### config.mk
export PLATFORM = sky130hd
export DESIGN_NAME = nios_pin_entrada
export DESIGN_NICKNAME = d
export VERILOG_FILES = /design/src/rtl/nios_pin_entrada.sv
export SDC_FILE = /design/constraint.sdc
export NUM_CORES = 1
export LEC_CHECK = 0
export CORE_MARGIN = 3
export CORE_UTILIZATION = 34
export CTS_CLUSTER_SIZE = 24
export DETAILED_ROUTE_END_ITERATION = 8
export GPL_TIMING_DRIVEN = 0
export PLACE_DENSITY_LB_ADDON = 0.08
export SYNTH_ARGS = -nofsm -noshare
export SYNTH_HDL_FRONTEND = slang
export SYNTH_SLANG_ARGS = --single-unit
### constraint.sdc
create_clock -name clk -period 2.6 [get_ports clk]
set_input_delay 0.52 -clock clk [delete_from_list [all_inputs] [get_ports clk]]
set_output_delay 0.52 -clock clk [all_outputs]
set_load 0.005 [all_outputs]
### src/rtl/nios_pin_entrada.sv
// Avalon-MM input PIO: pin synchroniser, per-bit edge capture (RW1C) and
// a maskable level interrupt that exists only when NIOS_PIN_ENTRADA_IRQ_EN is defined.
module nios_pin_entrada #(
    parameter int WIDTH       = 3,
    parameter int SYNC_STAGES = 2,
    parameter int EDGE_TYPE   = 0
) (
    input  logic             clk,
    input  logic             reset_n,
    input  logic [1:0]       address,
    input  logic             chipselect,
    input  logic             write_n,
    input  logic [31:0]      writedata,
    input  logic [WIDTH-1:0] in_port,
    output logic [31:0]      readdata,
    output logic             irq
);

    localparam logic [2:0] ARM_DONE = 3'(SYNC_STAGES + 1);

    logic [SYNC_STAGES-1:0][WIDTH-1:0] sync_q, sync_d;
    logic [WIDTH-1:0] data;
    logic [WIDTH-1:0] prev_q, prev_d;
    logic [WIDTH-1:0] edge_q, edge_d;
    logic [WIDTH-1:0] det, clr;
    logic [2:0]       arm_q, arm_d;
    logic [31:0]      readdata_q, readdata_d;
    logic             irq_q, irq_d;
    logic             wr;
    logic             unused_wd;
`ifdef NIOS_PIN_ENTRADA_IRQ_EN
    logic [WIDTH-1:0] mask_q, mask_d;
`endif

    assign data      = sync_q[SYNC_STAGES-1];
    assign wr        = chipselect & ~write_n;
    assign unused_wd = ^writedata;
    assign readdata  = readdata_q;
    assign irq       = irq_q;

    always_comb begin
        sync_d = {sync_q[SYNC_STAGES-2:0], in_port};
        prev_d = data;
        arm_d  = (arm_q == ARM_DONE) ? arm_q : arm_q + 3'd1;

        // prev only holds a real sample once the counter saturates
        det = '0;
        if (arm_q == ARM_DONE) begin
            case (EDGE_TYPE)
                0:       det = data & ~prev_q;
                1:       det = ~data & prev_q;
                default: det = data ^ prev_q;
            endcase
        end

        clr = '0;
        if (wr && address == 2'd3) clr = writedata[WIDTH-1:0];
        edge_d = (edge_q & ~clr) | det;

`ifdef NIOS_PIN_ENTRADA_IRQ_EN
        mask_d = mask_q;
        if (wr && address == 2'd2) mask_d = writedata[WIDTH-1:0];
        irq_d = |(edge_q & mask_q);
`else
        irq_d = 1'b0;
`endif

        readdata_d = '0;
        case (address)
            2'd0:    readdata_d = 32'(data);
`ifdef NIOS_PIN_ENTRADA_IRQ_EN
            2'd2:    readdata_d = 32'(mask_q);
`endif
            2'd3:    readdata_d = 32'(edge_q);
            default: readdata_d = '0;
        endcase
    end

    always_ff @(posedge clk or negedge reset_n) begin
        if (!reset_n) begin
            sync_q     <= '0;
            prev_q     <= '0;
            edge_q     <= '0;
            arm_q      <= '0;
            readdata_q <= '0;
            irq_q      <= 1'b0;
`ifdef NIOS_PIN_ENTRADA_IRQ_EN
            mask_q     <= '0;
`endif
        end else begin
            sync_q     <= sync_d;
            prev_q     <= prev_d;
            edge_q     <= edge_d;
            arm_q      <= arm_d;
            readdata_q <= readdata_d;
            irq_q      <= irq_d;
`ifdef NIOS_PIN_ENTRADA_IRQ_EN
            mask_q     <= mask_d;
`endif
        end
    end

endmodule

==> impl_metrics.toml, run 1 <==
[synthesis]
mappedNetlistArea_sq_um = 883
synth_warnings = 0
synth_async_sr_flop_share_pct = 100
avgSynthCellArea_sq_um = 11.6
synth_mux_area_share_pct = 1.70
synth_top_family_by_area = "buffers and inverters"
synth.most_common_cell = "buf_4"
synthTopCellsByArea = "dfrtp_1, buf_4, ha_1"
synth_top_area_share_pct = 51.0
yosys_most_used_dff = "dfrtp_1"
synth_edf_count = 0
synth_cell_types = 15
ys_ff_latch = 18
yosys.area_share.simple_pct = 5.52
synth_compound_area_share_pct = 6.23
synthTopCellsByCount = "buf_4, dfrtp_1, ha_1, inv_1"
synth-adder-area-share_pct = 5.67
synthCells = 76
synth_xor_area_share_pct = 0.992
yosysTopAreaCell = "dfrtp_1"
synth.yosys.seq_area_share_pct = 51.0

[place]
placed_area_sq_mm = 0.00117
dpl.hpwl_mm = 1.14
io_buffers = 14
gp_congestion = 0.768
dp.cells = 147

[sta]
period_share_pct = 62.6
setup-tns-final_ps = 0
rsz0062_at_grt = "false"
finalHoldViolations = 0
finClkSkew_ps = 7.94
max_freq_mhz = 614
finalSetupViolations = 0
report.final.slew_viol_count = 0
tightest_slew_ps = 768
timing.final.crit_period_ps = 1630
relSlewSlack_pct = 48.6

[cts]
cts_buffers = 3
cts_tree = "yes"
root_buffer = "clkbuf_4"
cts.path.max_buffers = 2
htreeDepth = 1
hold_buffers = 0
post_cts_resized = 0
post_cts_buffers = 0
path_clk_slew_ps = 100
cts.sinks = 18
clock_latency_ps = 280

[routing]
vias = 555
first_pass_iters = 3
ant_nets = 0
via_per_inst = 3.68
drt_iter0_drc = 6
top_layer = "met4"
wl_met2_um = 720
drcViolationCount = 0
routed_wl_mm = 1.32
wirelength_met1_um = 416
wl_per_cell_um = 8.73
wl_met3_um = 158

[critical_path]
cpLargestDelayFamily = "buffers and inverters"
crit_path_cell_trace = "clkdlybuf4s50_1"
path_class = "reg2out"
path_max_fanout = 1
reg2reg_slack_ps = 1280
cp.arrival_ps = 1110
end_kind = "output port"
worst_path_max_delay_cell = "clkdlybuf4s50_1"
cp.buffers_inverters = 1
startpoint_type = "flop"
cp.required_ps = 2080
slowest_delay_ps = 490

[floorplan]
start_util_pct = 37.8
dieArea_sq_mm = 0.00325
core_sq_mm = 0.00234
die_h_um = 57.0
io_pins = 74
row_count = 17
die_w_um = 57.0

[layout]
finalInstanceArea_sq_mm = 0.00120
fillCellCount = 227
nets = 169
final_layout_size_suffix_gt1_share_pct = 29.3
final_core_util_pct = 51.4
instances_no_fill = 151
diodes = 0
area_growth_pct = 36.3

[global_routing]
grtUsageTotal_pct = 7.92
grt_max_degree = 19
grt_pass1_wl_mm = 1.96
grt_pass1_vias = 470
grt_antenna_before_repair = 0
gr-total-overflow = 0

[power]
irDropWorstVdd_v = 0.000299
p_leak_nw = 0.638
power.total_w = 0.000553
p_per_area_mw_per_mm2 = 460

[hold_path]
min_path_type = "reg2reg"

[run]
cap_violations = 0

[run_status]
outcome = "finished clean"
==> worst register-to-register path, delay by kind of cell, from the launching register on <==
| family | cells | cell delay, ps |
|---|---|---|
| flops | 1 | 410 |
| fa+ha+maj | 2 | 390 |
| mux | 1 | 290 |
| buf+inv | 1 | 140 |
==> registers in the layout, summed over array words and instances (netlist names) <==
signal    count
prev_q        3
data          3
edge_q        3
readdata      3
sync_d        3
arm_q         3
==> worst paths after layout <==
path / start / endpoint / depth (start not counted)
worst max-delay path: readdata[1] / readdata[1] / 1
worst min-delay path: sync_d[3] / data[0] / 0
min in group asynchronous: reset_n / arm_q[1] / 1
max in group asynchronous: reset_n / readdata[0] / 1
worst min register to register: sync_d[3] / data[0] / 0
worst max register to register: arm_q[0] / arm_q[1] / 4
==> per-stage QoR <==
| stage | hold slack, ps | setup slack, ps |
|---|---|---|
| after floorplan | 224 | 1330 |
| after global placement | 331 | 825 |
| after detailed placement | 337 | 800 |
| after CTS | 361 | 960 |
| after global routing | 365 | 914 |
| final | 357 | 972 |
==> power by group <==
group          switching, W  internal (W)   total, W
Combinational     0.0000328     0.0000561  0.0000889
Clock             0.0000812     0.0000851   0.000166
Sequential       0.00000514      0.000293   0.000298
Total              0.000119      0.000434   0.000553
==> layout make-up <==
cell class,count,area [sq um],area share [%]
Clock buffer,4,36.3,3.01
Timing Repair Buffer,14,140,11.6
Inverter,4,15.0,1.25
Sequential cell,18,450,37.4
Buffer,31,236,19.6
Multi-Input combinational cell,52,290,24.1
Tap cell,28,35.0,2.91
==> kinds of logic (layout without fill, tap and decap cells) <==
kind of cell               Yosys count  after routing
DFF                                 18             18
adders and majority gates            4              4
other                                1             30
and+or+nand+nor                      9              9
xor gates and xnor gates             1              1
buffers and inverters               35             53
muxes                                1              1
AOI/OAI and AO/OA                    7              7
==> per-layer routing <==
| metal | track usage [%] | vias to the layer above |
|---|---|---|
| met5 | 0 | - |
| met4 | 4.30 | 0 |
| met3 | 3.17 | 2 |
| met2 | 14.8 | 29 |
| met1 | 7.13 | 243 |
| li1 | - | 281 |
==> layout by cell type (no fill, tap or decap), types with 4 or more instances in the layout <==
| cell | instances |
|---|---|
| clkdlybuf4s50_1 | 14 |
| inv_1 | 4 |
| buf_4 | 30 |
| ha_1 | 4 |
| conb_1 | 30 |
| dfrtp_1 | 18 |
(Power assumes the default switching activity.)
==> run 2, diff against run 1 <==
--- a/config.mk
+++ b/config.mk
@@ -6,7 +6,7 @@
 export NUM_CORES = 1
 export LEC_CHECK = 0
 export CORE_MARGIN = 3
-export CORE_UTILIZATION = 34
+export CORE_UTILIZATION = 28
 export CTS_CLUSTER_SIZE = 24
 export DETAILED_ROUTE_END_ITERATION = 8
 export GPL_TIMING_DRIVEN = 0
==> constraint.sdc (replaced) <==
create_clock -name clk -period 1.31 [get_ports clk]
set_input_delay 0.262 -clock clk [delete_from_list [all_inputs] [get_ports clk]]
set_output_delay 0.262 -clock clk [all_outputs]
set_load 0.005 [all_outputs]
==> run 2 against run 1 <==
Combinational power grew 93%. Total power increased by 84%. Design area up 1.0%. Worst hold slack got worse by 3.5 ps. Sequential cell count unchanged. Highest routed layer unchanged. Utilization fell by 9.2 points. Largest cell class unchanged.
==> impl_metrics.toml, run 2 (synthesis gave the netlist of run 1 again) <==
[run_status]
outcome = "finished clean"

[power]
p_clk_share_pct = 24.8
power.internal_w = 0.000795
p_per_area_mw_per_mm2 = 835
combPwrFrac_pct = 17.0
p_leak_nw = 0.645
switchingPower_w = 0.000221
switching_share_pct = 21.8
irDropWorstVdd_v = 0.000762
power_frac_seq_pct = 58.2

[layout]
area_growth_pct = 37.7
final_layout_size_suffix_gt1_share_pct = 30.9
nets = 170
layout_common_cells = "buf_4, conb_1, dfrtp_1, clkdlybuf4s50_1, inv_1"
diodes = 0
layout_commonest_cell = "buf_4"
final_core_util_pct = 42.3

[floorplan]
io_pins = 74
start_util_pct = 30.7
row_count = 19
core_sq_mm = 0.00288
die_h_um = 62.2
die_w_um = 62.2
dieArea_sq_mm = 0.00386

[routing]
vias = 547
wl_per_cell_um = 7.79
drt_iter0_drc = 6
drcViolationCount = 0
first_pass_iters = 4
via_per_inst = 3.32
routed_wl_mm = 1.29
ant_nets = 0

[cts]
cts_tree = "yes"
root_buffer = "clkbuf_4"
cts.path.max_buffers = 2
htreeDepth = 1
cts_buffers = 3
cts.sinks = 18
hold_buffers = 0
clock_latency_ps = 280
path_clk_slew_ps = 90

[critical_path]
crit_path_cell_trace = "ha_2, ha_2, buf_6, mux2_4"
cp_common_cell = "ha_2"
crit_start = "arm_q[0]"
path_max_fanout = 7
path_class = "reg2reg"
slowest_delay_ps = 390
regToRegStartpoint = "arm_q[0]"
cp.arrival_ps = 1440
worst_path_max_delay_cell = "dfrtp_1"
startpoint_type = "flop"
cp.required_ps = 1480
end_kind = "flop"

[sta]
setup_ws_ps = 41.7
finClkSkew_ps = 2.47
finalSetupViolations = 0
report.final.slew_viol_count = 0
period_share_pct = 96.8
rsz0062_at_grt = "false"
relSlewSlack_pct = 49.0
finalHoldViolations = 0
tightest_slew_ps = 762
max_freq_mhz = 788
timing.final.crit_period_ps = 1270

[place]
dpl.hpwl_mm = 1.06
io_buffers = 14
dp_slack_ps = -185
gp_congestion = 0.733

[global_routing]
grt_antenna_before_repair = 0
grtUsageTotal_pct = 7.29
gr-total-overflow = 0
grt_max_degree = 19
grt_pass1_vias = 506
grt_pass1_wl_mm = 2.28

[hold_path]
min_path_type = "reg2reg"
hp-start = "sync_d[3]"

[run]
cap_violations = 0
run 2: metrics by stage:
stage               hold WS (ps)  area [sq um]  instances  setup TNS [ps]  total power, W
global route                 373          1220        165               0         0.00108
CTS                          357          1210        165               0         0.00103
finish                       354          1220        165               0         0.00102
global placement             334          1180        161            -571        0.000776
floorplan                  -33.6           992        105               0        0.000711
detailed placement           335          1180        161            -619        0.000778
run 2: routing by layer:
| layer | GRT usage [%] | wire [um] |
|---|---|---|
| met5 | 0 | 0 |
| met4 | 1.66 | 10 |
| met3 | 3.96 | 178 |
| met2 | 11.2 | 586 |
| met1 | 9.03 | 509 |
run 2: power groups by stage:
stage | Clock [W] | Combinational, W | Sequential (W)
2_1_floorplan | 0 | 0.000109 | 0.000602
3_3_place_gp | 0 | 0.000173 | 0.000603
3_5_place_dp | 0 | 0.000174 | 0.000603
4_1_cts | 0.000269 | 0.000170 | 0.000592
5_1_grt | 0.000286 | 0.000195 | 0.000596
6_report | 0.000252 | 0.000172 | 0.000591
run 2: path summary, 6_finish.rpt:
check	cells after the start	end	slack, ps
min in group asynchronous	1	prev_q[1]	420
max in group asynchronous	1	sync_d[3]	410
max reg2reg	4	arm_q[1]	40
min reg2reg	0	data[0]	350
max	4	arm_q[1]	40
min	0	data[0]	350
run 2: area by class of cell:
class                   instances  area, sq um
plain buffers                  31          236
clock buffers                   3         22.5
fillers                       298         1660
inverters                       4         15.0
multi-input cells              52          295
flip-flops and latches         18          450
well taps                      42         52.6
repair buffers                 15          144
run 2: what timing repair did:
item | in CTS | in global routing
buffers inserted | 1 | 0
endpoints found under the setup margin | 4 | 1
pin swaps | 0 | 0
gates resized for setup | 4 | 1
run 2: critical path, delay by kind of cell (launching register included):
kind	cells	cell delay [ps]
flip-flops	1	390
adder cells (fa/ha/maj)	2	350
multiplexers	1	290
buffers and inverters	1	130
==> run 3, diff against run 2 <==
--- a/config.mk
+++ b/config.mk
@@ -11,6 +11,7 @@
 export DETAILED_ROUTE_END_ITERATION = 8
 export GPL_TIMING_DRIVEN = 0
 export PLACE_DENSITY_LB_ADDON = 0.08
+export SLEW_MARGIN = 20
 export SYNTH_ARGS = -nofsm -noshare
 export SYNTH_HDL_FRONTEND = slang
 export SYNTH_SLANG_ARGS = --single-unit
==> results of run 3 <==
Final layout, timing and power as in run 2 (identical DEF).
